## src/rtl/nested_int_ctrl.sv

```systemverilog
// Nested vectored interrupt controller: priority take, IM save/restore stack, fetch redirect.
// Latency: level irq_i to pc_jump in 3 edges; takes stall while a redirect is in flight, during ERET, or when the stack is full.
module nested_int_ctrl #(
    parameter int                 NUM_IRQ     = 8,
    parameter int                 STACK_DEPTH = 8,
    parameter logic [NUM_IRQ-1:0] EDGE_MASK   = '0,
    parameter logic [31:0]        VEC_BASE    = 32'h0000_0800,
    parameter logic [31:0]        VEC_STRIDE  = 32'h4,
    localparam int                DW          = $clog2(STACK_DEPTH + 1)
) (
    input  logic               clk,
    input  logic               clr,
    input  logic [31:0]        current_pc,
    input  logic [NUM_IRQ-1:0] irq_i,
    input  logic               eret,
    input  logic               status_we,
    input  logic [31:0]        status_wdata,
    output logic [31:0]        status,
    output logic [31:0]        epc,
    output logic               pc_jump,
    output logic [31:0]        pc_addr,
    output logic               writeback_mask,
    output logic [3:0]         cur_irq,
    output logic [DW-1:0]      depth,
    output logic               stack_full,
    output logic               underflow
);

    localparam int AW = (STACK_DEPTH > 1) ? $clog2(STACK_DEPTH) : 1;

    logic [NUM_IRQ-1:0] sync1_q, irq_s_q, irq_prev_q;
    logic [NUM_IRQ-1:0] edge_pend_q, edge_pend_d;
    logic [NUM_IRQ-1:0] pending, active, rise, take_onehot;

    logic               ie_q, ie_d;
    logic [NUM_IRQ-1:0] im_q, im_d;
    logic               pc_jump_q, pc_jump_d;
    logic [31:0]        pc_addr_q, pc_addr_d;
    logic               wbm_q, wbm_d;
    logic [DW-1:0]      depth_q, depth_d;
    logic               underflow_q, underflow_d;

    logic [31:0]        stk_pc_q  [STACK_DEPTH];
    logic [NUM_IRQ-1:0] stk_im_q  [STACK_DEPTH];
    logic [3:0]         stk_irq_q [STACK_DEPTH];

    logic               take, do_pop, empty;
    logic [3:0]         sel_n;
    logic [31:0]        vec_addr, mask32;
    logic [AW-1:0]      push_a, top_a;
    logic               unused_bits;

    assign pending = (EDGE_MASK & edge_pend_q) | (~EDGE_MASK & irq_s_q);
    assign active  = pending & im_q;
    assign rise    = irq_s_q & ~irq_prev_q;

    always_comb begin
        sel_n = '0;
        for (int i = 0; i < NUM_IRQ; i++) begin
            if (active[i]) sel_n = 4'(i);
        end
    end

    assign empty      = (depth_q == '0);
    assign stack_full = (depth_q == DW'(STACK_DEPTH));
    assign push_a     = AW'(depth_q);
    assign top_a      = AW'(depth_q - DW'(1));

    // ERET has priority over a take on the same edge, so the take term excludes it.
    assign take   = ie_q & (|active) & ~pc_jump_q & ~stack_full & ~eret;
    assign do_pop = eret & ~empty;

    assign vec_addr    = VEC_BASE + 32'(sel_n) * VEC_STRIDE;
    assign mask32      = (32'd2 << sel_n) - 32'd1;
    assign take_onehot = take ? (NUM_IRQ'(1) << sel_n) : '0;

    // A fresh rising edge on the take cycle re-arms the channel.
    assign edge_pend_d = EDGE_MASK & ((edge_pend_q & ~take_onehot) | rise);
    assign underflow_d = underflow_q | (eret & empty);

    always_comb begin
        ie_d      = ie_q;
        im_d      = im_q;
        pc_jump_d = 1'b0;
        wbm_d     = 1'b1;
        pc_addr_d = pc_addr_q;
        depth_d   = depth_q;
        if (do_pop) begin
            pc_addr_d = stk_pc_q[top_a];
            im_d      = stk_im_q[top_a];
            pc_jump_d = 1'b1;
            depth_d   = depth_q - DW'(1);
        end else if (take) begin
            pc_addr_d = vec_addr;
            im_d      = im_q & ~mask32[NUM_IRQ-1:0];
            pc_jump_d = 1'b1;
            wbm_d     = 1'b0;
            depth_d   = depth_q + DW'(1);
        end else if (status_we && !eret) begin
            ie_d = status_wdata[0];
            im_d = status_wdata[8 +: NUM_IRQ];
        end
    end

    always_ff @(posedge clk or posedge clr) begin
        if (clr) begin
            sync1_q     <= '0;
            irq_s_q     <= '0;
            irq_prev_q  <= '0;
            edge_pend_q <= '0;
            ie_q        <= 1'b1;
            im_q        <= '1;
            pc_jump_q   <= 1'b0;
            pc_addr_q   <= '0;
            wbm_q       <= 1'b1;
            depth_q     <= '0;
            underflow_q <= 1'b0;
        end else begin
            sync1_q     <= irq_i;
            irq_s_q     <= sync1_q;
            irq_prev_q  <= irq_s_q;
            edge_pend_q <= edge_pend_d;
            ie_q        <= ie_d;
            im_q        <= im_d;
            pc_jump_q   <= pc_jump_d;
            pc_addr_q   <= pc_addr_d;
            wbm_q       <= wbm_d;
            depth_q     <= depth_d;
            underflow_q <= underflow_d;
        end
    end

    // Frame contents need no reset: depth alone says which entries are live.
    always_ff @(posedge clk) begin
        if (take) begin
            stk_pc_q[push_a]  <= current_pc;
            stk_im_q[push_a]  <= im_q;
            stk_irq_q[push_a] <= sel_n;
        end
    end

    always_comb begin
        status               = '0;
        status[0]            = ie_q;
        status[8 +: NUM_IRQ] = im_q;
    end

    assign epc            = empty ? 32'd0 : stk_pc_q[top_a];
    assign cur_irq        = empty ? 4'd0 : stk_irq_q[top_a];
    assign pc_jump        = pc_jump_q;
    assign pc_addr        = pc_addr_q;
    assign writeback_mask = wbm_q;
    assign depth          = depth_q;
    assign underflow      = underflow_q;

    assign unused_bits = ^{status_wdata[31:8+NUM_IRQ], status_wdata[7:1], mask32[31:NUM_IRQ]};

endmodule
```

## config.mk

```make
export PLATFORM = sky130hd
export DESIGN_NAME = nested_int_ctrl
export DESIGN_NICKNAME = d
export VERILOG_FILES = /design/src/rtl/nested_int_ctrl.sv
export SDC_FILE = /design/constraint.sdc
export NUM_CORES = 1
export LEC_CHECK = 0
export CAP_MARGIN = 20
export CORE_UTILIZATION = 35
export CTS_CLUSTER_SIZE = 25
export DETAILED_ROUTE_END_ITERATION = 8
export PLACE_DENSITY = 0.65
export SETUP_SLACK_MARGIN = 0.05
export SLEW_MARGIN = 40
export SYNTH_ARGS = -nofsm -noshare
export SYNTH_HDL_FRONTEND = slang
export SYNTH_SLANG_ARGS = --single-unit
```

## constraint.sdc

```tcl
create_clock -name clk -period 6.7 [get_ports clk]
set_input_delay 1.34 -clock clk [delete_from_list [all_inputs] [get_ports clk]]
set_output_delay 1.34 -clock clk [all_outputs]
set_load 0.02 [all_outputs]
```

==> results.py <==
metrics = {
    "clock_network": {
        "h-tree-depth": 2,
        "cts_sinks": 408,
        "ctsResizeCount": 0,
        "clk_pin_slew_ns": 0.06,
        "insertion_delay_ns": 0.57,
        "cts_root_buf": "clkbuf_16",
        "hold_buffers": 0,
        "post_cts_buffers": 0,
        "cts_tree": "built",
        "clock_path_buffers": 3,
        "numCtsBuffers": 43,
    },
    "pwr": {
        "power_frac_seq_pct": 34.1,
        "switching_power_mw": 3.392,
        "ir_drop_mv": 0.3381,
        "p_clk_share_pct": 24.4,
        "pwr_density_cell_nw_per_um2": 504.4,
        "pwr-share-comb_pct": 41.5,
        "p_leak_nw": 6.561,
        "p_int_mw": 6.446,
        "power.share.switching_pct": 34.48,
    },
    "sta": {
        "tightestPinTransition_ns": 0.8148,
        "slew_headroom_pct": 45.68,
        "slew_violations": 0,
        "rsz0062_at_grt": "no",
        "fin_crit_sh_pct": 78.52,
        "fin_ws_ns": 1.439,
        "hold_viol_final": 0,
        "final-setup-viol-count": 0,
        "fin_skew_ns": 0.01674,
        "finalCriticalPeriod_ns": 5.261,
        "fmax_ghz": 0.1901,
    },
    "synthesis": {
        "ys_ff_latch": 408,
        "synth_cells": 829,
        "ys_warn_count": 0,
        "ys_seq_area_share_pct": 74.94,
        "synth_async_sr_flop_share_pct": 15.69,
        "ys.flop_type": "edfxtp_1",
        "netlist_area_um2": 15940,
        "post_synth_num_cell_types": 57,
        "avgSynthCellArea_um2": 19.23,
        "synth_edf_count": 344,
    },
    "die": {
        "initial_utilization_pct": 35.73,
        "top_level_ports": 184,
        "die_w_um": 215.4,
        "row_count": 77,
        "core_area_um2": 44610,
        "die_h_um": 215.4,
        "die_area_um2": 46390,
    },
    "worst_hold_path": {
        "min_from": "sync1_q[1]",
        "worstHoldPathType": "flip-flop to flip-flop",
        "worstHoldPathCells": 0,
    },
    "route": {
        "totalWireLength_mm": 34.55,
        "drc": 0,
        "top_layer_used": "met5",
        "num_vias": 8097,
        "routed_via_density": 5.029,
        "wl_met2_mm": 17.21,
        "drt-met1-wl_mm": 14.89,
        "dr.pass1.iters": 5,
        "ant_nets": 0,
        "drt-initial-drc-count": 509,
        "wl_per_cell_um": 21.46,
        "dr_wl_met3_mm": 1.644,
    },
    "global_route": {
        "antenna_found_initial": 1,
        "track_usage_pct": 15.25,
        "grt_pass1_wl_mm": 52.98,
        "grt_pass1_vias": 8621,
        "grt_max_degree": 65,
        "overflow": 0,
    },
    "critical_path": {
        "path_max_fanout": 52,
        "end_kind": "output pin",
        "rr_worst_depth": 8,
        "crit_type": "flip-flop to output pin",
        "regToRegSetupSlack_ns": 2.49,
        "reg2reg_from": "depth[1]",
        "crit_required_ns": 5.36,
        "cp.arrival_ns": 3.92,
        "startpoint_type": "flip-flop",
        "critPathLaunch": "depth[1]",
    },
    "run": {
        "maxCapViolCount": 0,
    },
    "placement": {
        "dp_worst_setup_slack_ns": 1.478,
        "hpwl_mm": 20.10,
        "io_buffers": 136,
        "gp_congestion": 0.7724,
        "dp_cells": 1529,
    },
    "cells_and_area": {
        "drive_gt1_share_pct": 21.02,
        "area.growth.synth_to_final_pct": 22.39,
        "antennaDiodeCount": 0,
        "final_nets": 1061,
        "final_cells": 1610,
        "n_fill_cell": 3838,
    },
    "status": {
        "status": "finished, final reports clean",
    },
}
## layer usage
| layer | vias to the layer above | GRT usage (%) |
|---|---|---|
| li1 | 3587 | - |
| met1 | 4220 | 20.01 |
| met2 | 226 | 25.53 |
| met3 | 62 | 3.002 |
| met4 | 2 | 4.823 |
| met5 | - | 0 |
## per-stage QoR
step	utilization (%)	instance area (um2)	TNS (ns)	hold slack, ns	total power, mW
2_1_floorplan	-	16020	-55.18	0.3312	5.868
3_3_place_gp	40.36	18000	0	0.3348	7.478
3_5_place_dp	40.42	18030	0	0.3379	7.550
4_1_cts	43.68	19480	0	0.3477	9.977
5_1_grt	43.73	19510	0	0.3467	10.31
6_report	43.73	19510	0	0.3432	9.838
## critical path: stages (launching register included)
cell             delay, ns
dfrtp_1               0.66
inv_1                 0.24
ha_4                  0.87
buf_12                0.30
mux4_2                0.32
mux2i_1               0.30
nor2_1                0.07
clkdlybuf4s50_1       0.56
## power by group through the flow
| stage | combinational (mW) | sequential [mW] | clock, mW |
|---|---|---|---|
| floorplan | 2.41 | 3.45 | 0 |
| global placement | 4.08 | 3.40 | 0 |
| detailed placement | 4.14 | 3.41 | 0 |
| CTS | 4.15 | 3.36 | 2.46 |
| global route | 4.36 | 3.40 | 2.55 |
| finish | 4.08 | 3.36 | 2.40 |
## cells in the final DEF, fill, tap and decap left out, types with 3 or more instances in the layout
master	count
edfxtp_1	344
clkdlybuf4s50_1	136
mux4_2	86
dfrtp_1	52
nor2_1	45
clkbuf_16	45
nand2_1	42
mux2i_1	38
o22ai_1	30
conb_1	24
o21ai_0	14
buf_4	14
clkinv_2	13
dfstp_2	10
inv_1	8
a21oi_1	7
clkinv_1	5
buf_12	5
a22o_1	4
a31oi_1	4
a221o_1	4
nand2b_1	4
nor2b_1	4
clkbuf_1	4
bufinv_16	4
clkbuf_8	4
and2_1	3
nor3_2	3
xnor2_1	3
o211ai_1	3
clkinvlp_4	3
## synthesized netlist by cell type, drive strengths merged (5+ instances only)
master  count  share of area [%]
edfxtp    344                 65
mux4       86                 12
dfrtp      54                8.5
nor2       47                1.1
buf        46                2.0
nand2      42               0.99
mux2i      38                2.4
o22ai      30                1.2
clkbuf     26               0.61
o21ai      16               0.50
dfstp      10                1.6
inv         9               0.21
a21oi       8               0.27
nand2b      5               0.20
## cell type report
type	count	area [um2]	area share [%]
flip-flops and latches	408	11950	61.26
multi-input cells	362	3719	19.06
repair buffers	158	1604	8.223
clock buffers	54	1204	6.171
well taps	592	740.7	3.797
clock inverters	26	251.5	1.289
inverters	10	38.79	0.1988
## sequential cells by signal, summed over array words and instances (netlist names)
signal and cells:
writeback_mask 1, stk_pc_q 256, stk_irq_q 24, sync1_q 8, ie_q 1, im_q 8
stk_im_q 64, pc_addr 32, underflow 1, irq_s_q 8, depth 4, pc_jump 1
## worst paths after layout
check / endpoint
max: epc[22]
min: irq_s_q[1]
max reg2reg: stk_pc_q[6][22]
min reg2reg: irq_s_q[1]
max in group asynchronous: depth[0]
min in group asynchronous: pc_addr[24]
## cell families after synthesis
family	after synthesis	synth area share, %
adder cells (fa/ha/maj)	2	0.1570
flip-flops	408	74.94
buffers and inverters	82	2.810
multiplexers	125	14.61
XOR/XNOR	4	0.2199
AND/OR/NAND/NOR	117	3.274
other	1	0.02353
AO/OA/AOI/OAI	90	3.965
No activity file was read; power rests on OpenSTA's default activity.
